--- src/rtl/imm_decode_stage.sv ---
// rtl/imm_decode_stage.sv - ID-stage immediate extraction with registered imm/format/valid/illegal outputs
module imm_decode_stage #(
  parameter int BRANCH_SHIFT = 0
) (
  input  logic        clk,
  input  logic        reset,
  input  logic [31:0] instr_in,
  input  logic        in_valid,
  input  logic        stall,
  input  logic        flush,
  output logic [63:0] imm_out,
  output logic [2:0]  imm_fmt,
  output logic        out_valid,
  output logic        illegal
);

  localparam logic [2:0] FMT_NONE = 3'd0;
  localparam logic [2:0] FMT_I    = 3'd1;
  localparam logic [2:0] FMT_D    = 3'd2;
  localparam logic [2:0] FMT_B    = 3'd3;
  localparam logic [2:0] FMT_CB   = 3'd4;
  localparam logic [2:0] FMT_IW   = 3'd5;

  logic [2:0]  dec_fmt;
  logic [63:0] dec_imm;
  logic        unused_bits;

  // Rt/Rd field carries no immediate information.
  assign unused_bits = ^instr_in[4:0];

  always_comb begin
    dec_fmt = FMT_NONE;
    dec_imm = 64'd0;
    if (instr_in[31:26] == 6'b000101) begin
      dec_fmt = FMT_B;
      dec_imm = {{38{instr_in[25]}}, instr_in[25:0]};
    end else if (instr_in[31:24] == 8'b10110100 || instr_in[31:24] == 8'b10110101 ||
                 instr_in[31:24] == 8'b01010100) begin
      dec_fmt = FMT_CB;
      dec_imm = {{45{instr_in[23]}}, instr_in[23:5]};
    end else if (instr_in[31:21] == 11'b11111000010 || instr_in[31:21] == 11'b11111000000) begin
      dec_fmt = FMT_D;
      dec_imm = {{55{instr_in[20]}}, instr_in[20:12]};
    end else if (instr_in[31:22] == 10'b1001000100 || instr_in[31:22] == 10'b1101000100) begin
      dec_fmt = FMT_I;
      dec_imm = {52'd0, instr_in[21:10]};
    end else if (instr_in[31:23] == 9'b110100101) begin
      dec_fmt = FMT_IW;
      dec_imm = {48'd0, instr_in[20:5]} << {instr_in[22:21], 4'b0000};
    end
    // Byte-offset branch targets: scale word offsets by 4.
    if (BRANCH_SHIFT != 0 && (dec_fmt == FMT_B || dec_fmt == FMT_CB)) begin
      dec_imm = dec_imm << 2;
    end
  end

  always_ff @(posedge clk) begin
    if (reset || flush) begin
      imm_out   <= 64'd0;
      imm_fmt   <= FMT_NONE;
      out_valid <= 1'b0;
      illegal   <= 1'b0;
    end else if (!stall) begin
      if (in_valid) begin
        imm_out   <= dec_imm;
        imm_fmt   <= dec_fmt;
        out_valid <= 1'b1;
        illegal   <= (dec_fmt == FMT_NONE);
      end else begin
        imm_out   <= 64'd0;
        imm_fmt   <= FMT_NONE;
        out_valid <= 1'b0;
        illegal   <= 1'b0;
      end
    end
  end

endmodule

--- config.mk ---
export PLATFORM = sky130hd
export DESIGN_NAME = imm_decode_stage
export DESIGN_NICKNAME = d
export VERILOG_FILES = /design/src/rtl/imm_decode_stage.sv
export SDC_FILE = /design/constraint.sdc
export NUM_CORES = 1
export LEC_CHECK = 0
export CAP_MARGIN = 20
export CORE_MARGIN = 2
export CORE_UTILIZATION = 40
export DETAILED_ROUTE_END_ITERATION = 16
export PLACE_DENSITY = 0.82
export SYNTH_ARGS = -nofsm -noshare
export SYNTH_HDL_FRONTEND = slang
export SYNTH_SLANG_ARGS = --single-unit
--- constraint.sdc ---
create_clock -name clk -period 3.3 [get_ports clk]
set_clock_uncertainty 0.05 [all_clocks]
set_input_delay 0.66 -clock clk [delete_from_list [all_inputs] [get_ports clk]]
set_output_delay 0.66 -clock clk [all_outputs]
set_load 0.02 [all_outputs]
# [After elaboration in Yosys (flattened, before gate mapping)]
# Index checks and enable logic that the tools add are counted.
[word_totals] ff_bits=69 latch_bits=0 mem_bits_rw=0 romBits=0 in_bits=37 output_inout_bits=69 word_cells=34 memories=0
[op_classes] add_sub_neg=0 n_mul=0 div=0 magnitude_cmp=0 n_eq_ne=9 n_shift=1 muxes=14 n_bitwise=0 n_reduce_logical=6
[ops] op="$mux W64" count=6
[ops] op="$shl A16 B6 Y64" count=1
[ops] op="$eq A11 B11 Y1 const B" count=2
[ops] op="$eq A10 B10 Y1 const B" count=2
[ops] op="$mux W3" count=6
[ops] op="$eq A8 B8 Y1 const B" count=2
[ops] op="$eq A9 B9 Y1 const B" count=1
[ops] op="$eq A8 B7 Y1 const B" count=1
[ops] op="$eq A6 B3 Y1 const B" count=1
[ops] op="$logic_or A1 B1 Y1" count=5
[ops] op="$logic_not A3 Y1" count=1
[ops] op="$mux W1" count=2

# [Logic depth before layout (Yosys ltp)]
[depth] depth_word=8 ltp_mapped=9 ltp_nobuf=5

# [Least setup slack after synthesis]
# No wires, ideal clock.
[synth_timing] path_kind="input -> register" startpoint="input port instr_in[27]" endpoint="register imm_out[25]" setup_ns=0.117 arrival_ns=2.214 required_ns=3.133 slack_ns=0.919 stages=7 path_buffers=2 path_cell_list="or4b_4 or3_4 nand2_2 a311oi_2 buf_6 buf_6 a22o_1"
[synth_via] elab_chain_len=7 word_cells_on_any_way=19 classes_between="9 x eq/ne; 6 x mux; 4 x reduce/logical"
[synth_lines] element="start, declared" line_no="7" source="input logic [31:0] instr_in,"
[synth_lines] element="$eq A9 B9 Y1 or $eq A10 B10 Y1 (tied branches)" line_no="47, 44"
[synth_lines] element="$mux W64 or $logic_or A1 B1 Y1 (tied branches)" line_no="47, 44"
[synth_lines] element="$mux W64" line_no="44" source="end else if (instr_in[31:22] == 10'b1001000100 || instr_in[31:22] == 10'b1101000100) begin"
[synth_lines] element="$mux W64" line_no="41" source="end else if (instr_in[31:21] == 11'b11111000010 || instr_in[31:21] == 11'b11111000000) begin"
[synth_lines] element="$mux W64" line_no="37" source="end else if (instr_in[31:24] == 8'b10110100 || instr_in[31:24] == 8'b10110101 ||"
[synth_lines] element="$mux W64 *" line_no="34" source="if (instr_in[31:26] == 6'b000101) begin"
[synth_lines] element="$mux W64 *" line_no="64" source="if (in_valid) begin"
[synth_lines] element="end signal, assigned" line_no="65" source="imm_out <= dec_imm;"
[synth_lines] element="end, declared" line_no="11" source="output logic [63:0] imm_out,"
# Mark *: on every way between the ends. The rest lies on a longest branch, timed or not.
# A chain may end at the register's enable or synchronous reset.

# [Final worst setup path]
[layout_timing] startpoint="input port instr_in[25]" endpoint="register imm_out[12]"
[layout_via] elab_chain_len=7 word_cells_on_any_way=18 classes_between="8 x eq/ne; 6 x mux; 4 x reduce/logical"
[layout_lines] element="$eq A9 B9 Y1 or $eq A10 B10 Y1 (tied branches)" line_no="47, 44"
[layout_lines] element="$mux W64 or $logic_or A1 B1 Y1 (tied branches)" line_no="47, 44"
[layout_lines] element="$mux W64" line_no="44"
[layout_lines] element="$mux W64" line_no="41"
[layout_lines] element="$mux W64 *" line_no="37"
[layout_lines] element="$mux W64 *" line_no="34"
[layout_lines] element="$mux W64 *" line_no="64"
# Marks and branches as above.

==> results.json <==
{
  "timing.critical_path.required_ps": 3520,
  "mostFrequentLayoutCells": "sky130_fd_sc_hd__clkdlybuf4s50_1, sky130_fd_sc_hd__nand3_1, sky130_fd_sc_hd__dfxtp_1, sky130_fd_sc_hd__a22o_1, sky130_fd_sc_hd__nand2_1",
  "start_util_pct": 41.03,
  "cts_hold_repair.buffers": 0,
  "detail_route.wirelength_um": 12100,
  "ir_drop_mv": 0.1556,
  "die_area_sq_um": 9628,
  "area_growth_pct": 41.49,
  "buffer_ports.inserted": 105,
  "post_synth_instance_area_sq_um": 3543,
  "cts_repair_resize_count": 0,
  "vias_in_the_first_global_route": 3653,
  "first_drt_iteration_drcs": 375,
  "drv_slew": 0,
  "drive_gt1_share_pct": 11.28,
  "synth_area_per_cell_sq_um": 8.318,
  "global_route.usage.total_pct": 25.07,
  "yosysSeqAreaShare_pct": 38.98,
  "finalWeightedCongestion": 0.9674,
  "die_width_um": 98.12,
  "layout_worst_path_cycle_share_pct": 86.69,
  "cts.repair_timing.setup_buffer_count": 0,
  "synth.ff_latch_count": 69,
  "fp-row-count": 34,
  "setup.worst_path.end_class": "flip-flop",
  "clk_transition_reported_paths_ps": 80,
  "diodes": 0,
  "critical_path.most_common_cell": "sky130_fd_sc_hd__buf_4",
  "busiest_layer_in_global_routing": "met2",
  "timing.critical_path.arrival_ps": 3080,
  "core_sq_um": 8636,
  "grt_start_max_net_pins": 40,
  "final_worst_path_period_need_ps": 2861,
  "antenna_found_initial": 0,
  "vias": 3869,
  "mostFrequentLayoutCell": "sky130_fd_sc_hd__clkdlybuf4s50_1",
  "setup_slack_ps": 439.3,
  "drt-vias-per-instance": 6.045,
  "cellPowerDensity_nw_per_um2": 354.4,
  "cap_violations": 0,
  "p_leak_nw": 2.003,
  "io-pin-count": 106,
  "holdCritPathClass": "flip-flop to flip-flop",
  "detail_route.wl_per_cell_um": 18.91,
  "fp.dieH_um": 98.12,
  "syn_inst": 426,
  "detailedRoute.firstPassIterationCount": 5,
  "global_route.usage.met3_pct": 5.727,
  "groute.layer.met1.usage_pct": 32.43,
  "ant_nets": 0,
  "worstSetupPathType": "primary input to flip-flop",
  "cts_buffers": 9,
  "fill_cells": 757,
  "critical_path.cell_chain": "clkdlybuf4s50_1 > buf_4 > nor4bb_1 > nor4bb_2 > buf_4 > a211o_1 > o2111ai_1 > o31ai_1",
  "fmaxAchievable_ghz": 0.3496,
  "max_slew.worst_pin.slew_ps": 648.5,
  "dp_hpwl_um": 8492,
  "clockRootBuffer": "sky130_fd_sc_hd__clkbuf_8",
  "run_status": "completed",
  "grt_first_pass_wirelength_um": 19280,
  "path_max_fanout": 15,
  "setup-violations-final": 0,
  "drc": 0,
  "design.final.nets": 564,
  "globalRoute.totalOverflow": 0,
  "cts_max_path_buffers": 2,
  "stage_delay_of_the_slowest_cell_on_the_critical_path_ps": 490,
  "postSynth.topFlopCell": "sky130_fd_sc_hd__dfxtp_1",
  "async_flop_share_pct": 0,
  "pre_cts_ws_ps": -14.12,
  "crit_slowest_cell": "sky130_fd_sc_hd__clkdlybuf4s50_1",
  "synth_fp_nets": 463,
  "ys_warn_count": 0,
  "cts_tree": "done",
  "worstSetupStartpointType": "primary input",
  "clock_insertion_delay_worst_skew_ps": 340,
  "reg2reg_setup_slack_ps": 2310,
  "synth_cell_type_count": 55,
  "slew_headroom_pct": 56.48,
  "ctsHtreeMaxLevel": 3,
  "count_of_flip_flops_with_a_built_in_enable_after_synthesis": 0,
  "global_route.usage.met2_pct": 40.83,
  "setup_repair_after_global_routing_missed_its_margin": "false",
  "hold_violations": 0,
  "total_power_mw": 1.777,
  "cts.sink_count": 69
}
==> state kept, by name, indices dropped and copies added, names as in the netlist <==
name / count
imm_out: 64
imm_fmt: 3
illegal: 1
out_valid: 1
==> per-stage QoR <==
step           instances  TNS (ps)  util (%)  hold WS, ps  area, sq um
5_1_grt              640         0     58.06        443.6         5014
3_3_place_gp         623         0     55.39        395.7         4783
2_1_floorplan        426         0         -        483.5         3543
4_1_cts              639         0     57.88        422.3         4999
3_5_place_dp         623    -14.12     55.39        403.6         4783
6_report             640         0     58.06        416.6         5014
==> routing by layer <==
layer	up-vias	routed length (um)
li1	1800	-
met1	1794	4911
met2	239	5616
met3	36	1164
met4	0	408
met5	-	0
==> synthesized netlist by cell type, types with 2 or more instances <==
| cell | n | area share [%] |
|---|---|---|
| sky130_fd_sc_hd__buf_6 | 2 | 0.64 |
| sky130_fd_sc_hd__o21ai_1 | 2 | 0.28 |
| sky130_fd_sc_hd__a221oi_2 | 3 | 1.3 |
| sky130_fd_sc_hd__buf_2 | 9 | 1.3 |
| sky130_fd_sc_hd__a211o_1 | 10 | 2.5 |
| sky130_fd_sc_hd__nand3_1 | 80 | 11 |
| sky130_fd_sc_hd__a21oi_2 | 2 | 0.49 |
| sky130_fd_sc_hd__nand2b_1 | 8 | 1.4 |
| sky130_fd_sc_hd__or3_1 | 2 | 0.35 |
| sky130_fd_sc_hd__nor4bb_1 | 2 | 0.56 |
| sky130_fd_sc_hd__nor3_1 | 2 | 0.28 |
| sky130_fd_sc_hd__inv_1 | 4 | 0.42 |
| sky130_fd_sc_hd__dfxtp_1 | 69 | 39 |
| sky130_fd_sc_hd__and3_1 | 5 | 0.88 |
| sky130_fd_sc_hd__clkbuf_1 | 28 | 3.0 |
| sky130_fd_sc_hd__nor4_2 | 2 | 0.71 |
| sky130_fd_sc_hd__nand4bb_1 | 2 | 0.64 |
| sky130_fd_sc_hd__o211ai_1 | 2 | 0.42 |
| sky130_fd_sc_hd__a21oi_1 | 19 | 2.7 |
| sky130_fd_sc_hd__a32o_1 | 6 | 1.7 |
| sky130_fd_sc_hd__o221ai_1 | 2 | 0.49 |
| sky130_fd_sc_hd__o31ai_1 | 2 | 0.42 |
| sky130_fd_sc_hd__a22o_1 | 48 | 12 |
| sky130_fd_sc_hd__o21ai_0 | 19 | 2.7 |
| sky130_fd_sc_hd__a221oi_1 | 3 | 0.74 |
| sky130_fd_sc_hd__a311o_1 | 2 | 0.56 |
| sky130_fd_sc_hd__nand2_1 | 41 | 4.3 |
| sky130_fd_sc_hd__nor2_1 | 21 | 2.2 |
| sky130_fd_sc_hd__nor2b_1 | 2 | 0.35 |
| sky130_fd_sc_hd__nor3b_1 | 2 | 0.42 |
==> power breakdown <==
part	total (mW)	switching, mW	internal, mW	leakage (nW)
sequential	0.836	0.00156	0.834	0.556
clock	0.759	0.333	0.426	0.110
combinational	0.182	0.108	0.0741	1.34
==> critical path: cells and delay by family <==
family	cells	cell delay, ps
compound gates	3	730
simple gates	2	730
buf+inv	3	970
==> final cells by class <==
type	instances	area, sq um	share of cell area, %
clock inverters	6	87.58	1.747
well taps	108	135.1	2.695
repair buffers	131	1266	25.26
inverters	5	18.77	0.3743
multi-input cells	311	1997	39.83
flip-flops and latches	69	1381	27.55
clock buffers	10	127.6	2.546
==> worst paths after layout <==
check / from / end / depth (start not counted)
worst max-delay path: instr_in[25] / imm_out[12]$_SDFFE_PP0N_ / 8
worst min-delay path: imm_out[13]$_SDFFE_PP0N_ / imm_out[13]$_SDFFE_PP0N_ / 2
worst max register to register: imm_out[14]$_SDFFE_PP0N_ / imm_out[14]$_SDFFE_PP0N_ / 3
worst min register to register: imm_out[13]$_SDFFE_PP0N_ / imm_out[13]$_SDFFE_PP0N_ / 2
==> logic make-up after synthesis <==
| logic type | share of synthesized area [%] |
|---|---|
| AOI/OAI and AO/OA | 28.18 |
| buffers and inverters | 5.720 |
| DFF | 38.98 |
| and+or+nand+nor | 27.12 |
Note: power is estimated with default switching activity, not from simulation.
